## src/rtl/tick_gen_pkg.sv

```systemverilog
// Shared definitions for the multi-rate tick generator.
//   CNT_W_DEF        default counter / half-period width
//   DEFAULT_HALF_DEF half-period loaded at reset (2 Hz from a 100 MHz clock)
//   clamp_half()     maps a zero half-period to 1 so a channel can never stall
package tick_gen_pkg;

    localparam int          CNT_W_DEF        = 32;
    localparam int unsigned DEFAULT_HALF_DEF = 25_000_000;

    // Operates on 64 bits so any counter width up to 64 can share it.
    function automatic logic [63:0] clamp_half(input logic [63:0] x);
        return (x == 64'd0) ? 64'd1 : x;
    endfunction

endpackage

```

## src/rtl/tick_gen_channel.sv

```systemverilog
// One divider channel: counter, active half-period, shadow half-period with
// pending flag, registered square output and 1-cycle tick.
//   clk, rst  rising-edge clock, asynchronous active-low reset
//   en        run enable (level); low holds cnt=0 and forces sq/tick low
//   restart   restart in phase: cnt=0, sq=0, pending shadow applied now
//   load      accepted config for this channel (already clamped)
//   load_val  new half-period
//   sq, tick  square output and toggle pulse
//   pending   a shadow half-period waits for the next toggle boundary
module tick_gen_channel
    import tick_gen_pkg::*;
#(
    parameter int          CNT_W        = CNT_W_DEF,
    parameter int unsigned DEFAULT_HALF = DEFAULT_HALF_DEF
) (
    input  logic             clk,
    input  logic             rst,
    input  logic             en,
    input  logic             restart,
    input  logic             load,
    input  logic [CNT_W-1:0] load_val,
    output logic             sq,
    output logic             tick,
    output logic             pending
);

    localparam logic [CNT_W-1:0] ONE = CNT_W'(1);

    logic [CNT_W-1:0] cnt_q, cnt_d;
    logic [CNT_W-1:0] half_q, half_d;
    logic [CNT_W-1:0] shadow_q, shadow_d;
    logic             pending_q, pending_d;
    logic             sq_q, sq_d;
    logic             tick_q, tick_d;
    logic             boundary;

    // cnt never exceeds half-1, so equality is enough to find the boundary.
    assign boundary = (cnt_q == (half_q - ONE));

    always_comb begin
        cnt_d     = cnt_q;
        half_d    = half_q;
        shadow_d  = shadow_q;
        pending_d = pending_q;
        sq_d      = sq_q;
        tick_d    = 1'b0;
        if (restart) begin
            cnt_d     = '0;
            sq_d      = 1'b0;
            pending_d = 1'b0;
            if (load) begin
                half_d   = load_val;
                shadow_d = load_val;
            end else if (pending_q) begin
                half_d = shadow_q;
            end
        end else if (!en) begin
            // No waveform is running, so a new half-period can take effect
            // right away; loading goes through the shadow for one edge.
            cnt_d = '0;
            sq_d  = 1'b0;
            if (pending_q) begin
                half_d    = shadow_q;
                pending_d = 1'b0;
            end else if (load) begin
                shadow_d  = load_val;
                pending_d = 1'b1;
            end
        end else begin
            if (boundary) begin
                cnt_d  = '0;
                sq_d   = ~sq_q;
                tick_d = 1'b1;
                // Swap only here so no half-cycle is truncated or stretched.
                if (pending_q) begin
                    half_d    = shadow_q;
                    pending_d = 1'b0;
                end
            end else begin
                cnt_d = cnt_q + ONE;
            end
            // load is only possible while nothing is pending, so a load at a
            // boundary simply becomes the next pending value.
            if (load) begin
                shadow_d  = load_val;
                pending_d = 1'b1;
            end
        end
    end

    always_ff @(posedge clk or negedge rst) begin
        if (!rst) begin
            cnt_q     <= '0;
            half_q    <= CNT_W'(DEFAULT_HALF);
            shadow_q  <= CNT_W'(DEFAULT_HALF);
            pending_q <= 1'b0;
            sq_q      <= 1'b0;
            tick_q    <= 1'b0;
        end else begin
            cnt_q     <= cnt_d;
            half_q    <= half_d;
            shadow_q  <= shadow_d;
            pending_q <= pending_d;
            sq_q      <= sq_d;
            tick_q    <= tick_d;
        end
    end

    assign sq      = sq_q;
    assign tick    = tick_q;
    assign pending = pending_q;

endmodule

```

## src/rtl/multi_rate_tick_gen.sv

```systemverilog
// N-channel programmable divider producing 50%-duty squares and toggle ticks
// as clock-enable style outputs, with a valid/ready half-period config port.
//   clk, rst      rising-edge clock, asynchronous active-low reset
//   en            per-channel run enable
//   sync_restart  1-cycle pulse restarting all channels in phase
//   cfg_valid     config request; cfg_ready accepts it
//   cfg_ch        target channel; cfg_half new half-period (0 -> 1)
//   cfg_err       1-cycle pulse for an accepted zero or out-of-range request
//   sq, tick      per-channel square output and toggle pulse
module multi_rate_tick_gen
    import tick_gen_pkg::*;
#(
    parameter int          NUM_CH       = 4,
    parameter int          CNT_W        = CNT_W_DEF,
    parameter int unsigned DEFAULT_HALF = DEFAULT_HALF_DEF,
    localparam int         CH_W         = (NUM_CH > 1) ? $clog2(NUM_CH) : 1
) (
    input  logic              clk,
    input  logic              rst,
    input  logic [NUM_CH-1:0] en,
    input  logic              sync_restart,
    input  logic              cfg_valid,
    output logic              cfg_ready,
    input  logic [CH_W-1:0]   cfg_ch,
    input  logic [CNT_W-1:0]  cfg_half,
    output logic              cfg_err,
    output logic [NUM_CH-1:0] sq,
    output logic [NUM_CH-1:0] tick
);

    logic [NUM_CH-1:0] pending;
    logic              ch_ok;
    logic              ready_sel;
    logic              accept;
    logic [CNT_W-1:0]  load_val;
    logic              cfg_err_q, cfg_err_d;

    // Loop decode avoids indexing past NUM_CH when it is not a power of two;
    // an out-of-range channel reports ready so the request drains as an error.
    always_comb begin
        ch_ok     = 1'b0;
        ready_sel = 1'b1;
        for (int i = 0; i < NUM_CH; i++) begin
            if (cfg_ch == CH_W'(i)) begin
                ch_ok     = 1'b1;
                ready_sel = ~pending[i];
            end
        end
    end

    assign cfg_ready = ready_sel;
    assign accept    = cfg_valid & ready_sel;
    assign load_val  = CNT_W'(clamp_half(64'(cfg_half)));
    assign cfg_err_d = accept & (~ch_ok | (cfg_half == '0));

    for (genvar g = 0; g < NUM_CH; g++) begin : g_ch
        tick_gen_channel #(
            .CNT_W        (CNT_W),
            .DEFAULT_HALF (DEFAULT_HALF)
        ) u_ch (
            .clk      (clk),
            .rst      (rst),
            .en       (en[g]),
            .restart  (sync_restart),
            .load     (accept & ch_ok & (cfg_ch == CH_W'(g))),
            .load_val (load_val),
            .sq       (sq[g]),
            .tick     (tick[g]),
            .pending  (pending[g])
        );
    end

    always_ff @(posedge clk or negedge rst) begin
        if (!rst) begin
            cfg_err_q <= 1'b0;
        end else begin
            cfg_err_q <= cfg_err_d;
        end
    end

    assign cfg_err = cfg_err_q;

endmodule
```

## config.mk

```make
export PLATFORM = sky130hd
export DESIGN_NAME = multi_rate_tick_gen
export DESIGN_NICKNAME = d
export VERILOG_FILES = /design/src/rtl/tick_gen_pkg.sv /design/src/rtl/tick_gen_channel.sv /design/src/rtl/multi_rate_tick_gen.sv
export SDC_FILE = /design/constraint.sdc
export NUM_CORES = 1
export LEC_CHECK = 0
export CAP_MARGIN = 20
export CORE_MARGIN = 3
export CORE_UTILIZATION = 40
export CTS_BUF_LIST = sky130_fd_sc_hd__clkbuf_2 sky130_fd_sc_hd__clkbuf_4 sky130_fd_sc_hd__clkbuf_8
export CTS_CLUSTER_SIZE = 12
export DETAILED_ROUTE_END_ITERATION = 7
export DONT_BUFFER_PORTS = 1
export GPL_TIMING_DRIVEN = 0
export HOLD_SLACK_MARGIN = 0.15
export PLACE_DENSITY_LB_ADDON = 0.3
export SLEW_MARGIN = 5
export SYNTH_ARGS = -nofsm -noshare
export SYNTH_HDL_FRONTEND = slang
export SYNTH_HIERARCHICAL = 1
export SYNTH_SLANG_ARGS = --single-unit
export TNS_END_PERCENT = 10
```

## constraint.sdc

```tcl
create_clock -name clk -period 5.95 [get_ports clk]
set_input_delay 1.19 -clock clk [delete_from_list [all_inputs] [get_ports clk]]
set_output_delay 1.19 -clock clk [all_outputs]
set_load 0.02 [all_outputs]
```

# Yosys cells after proc, flatten, opt, wreduce, memory -nomap -nowiden
# Index checks and enable logic that the tools add are counted.
# W data, S select, Z words.
[op_classes]
n_addsub = 8
mul = 0
n_div = 0
n_lt_le_gt_ge = 0
n_eq_ne = 19
n_shift = 0
muxes = 105
bitwise_logic = 17
n_reduce_logical = 2
[ops]
columns = ["op", "n"]
rows = [
  ["$mux W32", 49],
  ["$add A32 B1 Y32 const B", 4],
  ["$eq A32 B32 Y1", 4],
  ["$sub A32 B1 Y32 const B", 4],
  ["$mux W1", 56],
  ["$logic_not A32 Y1", 1],
  ["$ne A4 B1 Y1 const B", 4],
  ["$ne A3 B1 Y1 const B", 4],
  ["$ne A3 B3 Y1 const B", 4],
  ["$not A1 Y1", 9],
  ["$and A1 B1 Y1", 7],
  ["$eq A2 B2 Y1 const B", 2],
  ["$eq A2 B1 Y1 const B", 1],
  ["$logic_not A2 Y1", 1],
  ["$or A1 B1 Y1", 1],
]
[word_totals]
register_bits = 397
latchBits = 0
mem_bits_rw = 0
romBits = 0
inputBits = 42
output_inout_bits = 10
elab_cells = 176
n_memories = 0

# Longest topological paths before layout
[depth]
ltp_word = 12
ltp_mapped = 14
ltp_nobuf = 10

# Modules after synthesis
# Netlist, hierarchy kept.
[by_module_without_submodules]
columns = ["module", "n_inst", "cells_per_inst", "area_per_inst_um2"]
rows = [
  ["tick_gen_channel at g_ch[0].u_ch ...", 2, 521, 5640.4],
  ["tick_gen_channel at g_ch[2].u_ch", 1, 549, 5821.8],
  ["tick_gen_channel at g_ch[3].u_ch", 1, 527, 5641.7],
  ["multi_rate_tick_gen", 1, 51, 287.8],
]

# Least setup slack after synthesis
# No wires, ideal clock.
[synth_timing]
path_type = "register to register"
from = "register g_ch[3].u_ch.half_q[0]"
to = "register g_ch[3].u_ch.half_q[0]"
setup_time_ns = 0.073
t_arrival_ns = 3.851
t_required_ns = 5.877
setup_slack_ns = 2.026
path_stages_with_launch = 15
path_buffers = 4
synth_period_minus_slack_ns = 3.924
path_cell_list = "dfrtp_1 -> inv_1 -> ha_1 -> or3b_2 -> clkbuf_1 -> or4_4 -> buf_6 -> or4_1 -> a211oi_2 -> nand4_1 -> or4_1 -> buf_6 -> a21oi_4 -> buf_6 -> a2bb2oi_2"
[synth_via]
elab_chain_len = 4
elab_cells_between_ends = 8
classes_between = "add/sub: 1; eq/ne: 2; mux: 5"
[synth_lines]
columns = ["element", "line_no", "text"]
rows = [
  ["start, declared", "tick_gen_channel.sv:30", "logic [CNT_W-1:0] half_q, half_d;"],
  ["start signal, assigned", "tick_gen_channel.sv:94", "half_q <= CNT_W'(DEFAULT_HALF);"],
  ["start signal, assigned", "tick_gen_channel.sv:101", "half_q <= half_d;"],
  ["branches (longest 4 deep; another with $sub A32 B1 Y32)", "-", ""],
]
# Several ways; the timed one is not identified. The select of a mux whose other input is x is not followed.
# A chain may end at the register's enable or synchronous reset.

# Worst setup path after layout
[layout_timing]
from = "register g_ch[3].u_ch.half_q[0]"
to = "register g_ch[3].u_ch.cnt_q[30]"
[layout_via]
elab_chain_len = 5
[layout_lines]
columns = ["element", "line_no", "text"]
rows = [
  ["$sub A32 B1 Y32", "tick_gen_channel.sv:38", "assign boundary = (cnt_q == (half_q - ONE));"],
  ["$eq A32 B32 Y1", "tick_gen_channel.sv:38", ""],
  ["$mux W32", "tick_gen_channel.sv:70", "if (boundary) begin"],
  ["$mux W32", "tick_gen_channel.sv:57", "end else if (!en) begin"],
  ["$mux W32", "tick_gen_channel.sv:47", "if (restart) begin"],
  ["net g_ch[3].u_ch.cnt_d[30]", "tick_gen_channel.sv:29", "logic [CNT_W-1:0] cnt_q, cnt_d;"],
  ["end signal, assigned", "tick_gen_channel.sv:100", "cnt_q <= cnt_d;"],
  ["end, declared", "tick_gen_channel.sv:29", ""],
]
# The timed path passes the listed nets, and every way through them passes these cells.

==> impl_metrics.yaml <==
status:
  status: "complete, but fails checks"
  violations: "slew limit"
synthesis:
  synth_cell_type_count: 91
  synthFlopType: "dfrtp_1"
  yosys_register_bits: 397
  syn-cell-area_um2: 23000
  async_reset_ff_share_pct: 100
  synth_area_per_cell_um2: 10.6
  synthCells: 2169
  yosys_warnings: 6
  synth_edf_count: 0
  syn_nets: 2219
  ys_seq_area_share_pct: 43.7
global_routing:
  grt_pass1_wl_um: 96700
  track_usage_pct: 19.9
  grt_pass1_vias: 17300
  grt_max_degree: 398
  antenna_found_initial: 0
  grt_busiest_layer: "met2"
  grt_use_met3_pct: 3.47
  grt_overflow: 0
  use_met1_pct: 26.9
  grt_use_met2_pct: 31.8
clock_tree:
  cts_sinks: 397
  ctsHoldBuffers: 0
  clockRootBuffer: "clkbuf_8"
  cts_setup_buffers: 0
  cts_inserted_buffers: 70
  cts_tree: "done"
  cts_resized: 0
  htreeDepth: 3
  clockBufferDepth: 3
  worstSkewPairLatency_ps: 640
  path_clk_slew_ps: 60
critical_path:
  critPathKind: "reg -> reg"
  reg2regPathDepth: 10
  required_ps: 6460
  cp-startpoint: "g_ch[3].u_ch/half_q[0]"
  crit_fanout: 10
  critPathArrivalTime_ps: 5020
  regToRegSetupSlack_ps: 1440
  crit_path_start_kind: "register"
  cp-end-kind: "register"
  reg2reg_from: "g_ch[3].u_ch/half_q[0]"
floorplan:
  ios: 52
  std_cell_rows: 87
  die_h_um: 246
  fp.coreArea_um2: 56700
  die-area_um2: 60500
  die_w_um: 246
  initial_core_util_pct: 40.6
detailed_routing:
  postRouteAntennaNets: 0
  dr.pass1.iters: 5
  viasPerCell: 5.67
  drtIter0Drc: 1361
  wl_per_cell_um: 19.7
  routed_wl_um: 60000
  drc: 0
  vias: 17300
final_layout:
  utilization_pct: 45.0
  layout_common_cells: "dfrtp_1, nor2_1, xor2_1"
  antenna_cells: 0
  layout_commonest_cell: "dfrtp_1"
  fin_nets: 2291
  syn2layout_area_growth_pct: 10.7
  finalNonFillerCells: 3053
  layout-drive-gt1-share_pct: 25.6
placement:
  io_buffer_count: 0
  dp_cells: 2925
  place_congestion: 0.874
  hpwl_um: 42700
timing:
  grt_setup_unrepaired: "false"
  drv_slew: 226
  hold_viol_final: 0
  fin_crit_ps: 4510
  tightest_slew_ps: 1980
  clock_skew_ps: 26.2
  slew_headroom_pct: -32.2
  period_share_pct: 75.9
  setup_violations: 0
  fin_setup_tns_ps: 0
  fmax_ghz: 0.222
pwr:
  p_leak_nw: 9.64
  power.density_nw_per_um2: 339
  power_mw: 8.64
  peakVddDrop_uv: 161
hold_path:
  hold_path_class: "in -> async"
flow_run:
  cap_violations: 0
## worst max-delay path, cell delays in order (launching register included)
cell,delay [ps]
dfrtp_1,490
nor4_1,830
nand4_1,540
or4_1,630
or3_1,380
a22o_1,250
or4_1,560
buf_6,180
nand2_2,180
buf_2,270
nor2_1,80
## registers in the layout, indices dropped and copies added (netlist names)
register,cells
g_ch.u_ch/cnt_q,128
g_ch.u_ch/half_q,128
g_ch.u_ch/shadow_q,128
g_ch.u_ch/pending,4
g_ch.u_ch/sq,4
g_ch.u_ch/tick,4
cfg_err,1
## cells by family after synthesis
| logic type | synth area share, % |
|---|---|
| and+or+nand+nor | 18.3 |
| AOI/OAI and AO/OA | 16.9 |
| DFF | 43.7 |
| xor gates and xnor gates | 10.2 |
| buffers and inverters | 3.80 |
| muxes | 6.75 |
| adders and majority gates | 0.435 |
## synth_stat cells (24+ instances only)
library cell,instances,area [µm²]
a21oi_1,35,175
nand2_1,87,327
nand3_1,75,375
nor3_1,52,260
nor2_1,218,818
nand2b_1,28,175
o22ai_1,137,857
dfstp_2,96,2520
inv_1,26,97.6
a2bb2oi_2,120,1800
nand4_1,51,319
or4_1,24,180
xnor2_1,115,1010
nor4_1,56,350
mux2_2,129,1450
and3_1,33,206
xor2_1,153,1340
dfrtp_1,301,7530
clkbuf_1,101,379
## layout make-up
cell class / instances / area, µm²
Clock buffer: 110 / 1360
Fill cell: 5245 / 31200
Inverter: 26 / 97.6
Tap cell: 756 / 946
Sequential cell: 397 / 10100
Clock inverter: 18 / 165
Buffer: 153 / 778
Multi-Input combinational cell: 1593 / 12100
## layer usage
layer  vias up  part of all wire (%)  routed length (µm)
li1       8155                     -                   -
met1      8630                    45               27100
met2       406                    46               27600
met3       125                   5.0                2990
met4         0                   3.8                2280
met5         -                     0                   0
## through the flow
stage | hold slack, ps | setup slack [ps] | area [µm²]
after floorplan | 480 | 2030 | 23000
after CTS | 196 | 1430 | 25500
after global placement | 488 | 1470 | 24000
after global routing | 201 | 1160 | 25500
after detailed placement | 494 | 1440 | 24000
final | 249 | 1440 | 25500
## power by group
| group | internal (mW) | total, mW | switching, mW |
|---|---|---|---|
| combinational | 1.04 | 1.94 | 0.906 |
| sequential | 3.32 | 3.96 | 0.639 |
| clock | 1.55 | 2.73 | 1.18 |
| total | 5.91 | 8.64 | 2.73 |
## final timing paths
check,to
setup / recovery,g_ch[3].u_ch/cnt_q[30]
hold / removal,g_ch[0].u_ch/cnt_q[22]
min in group clk,g_ch[2].u_ch/shadow_q[27]
hold reg to reg,g_ch[2].u_ch/shadow_q[27]
max in group asynchronous,g_ch[2].u_ch/cnt_q[12]
setup reg to reg,g_ch[3].u_ch/cnt_q[30]
Power figures use the tool's default switching activity.
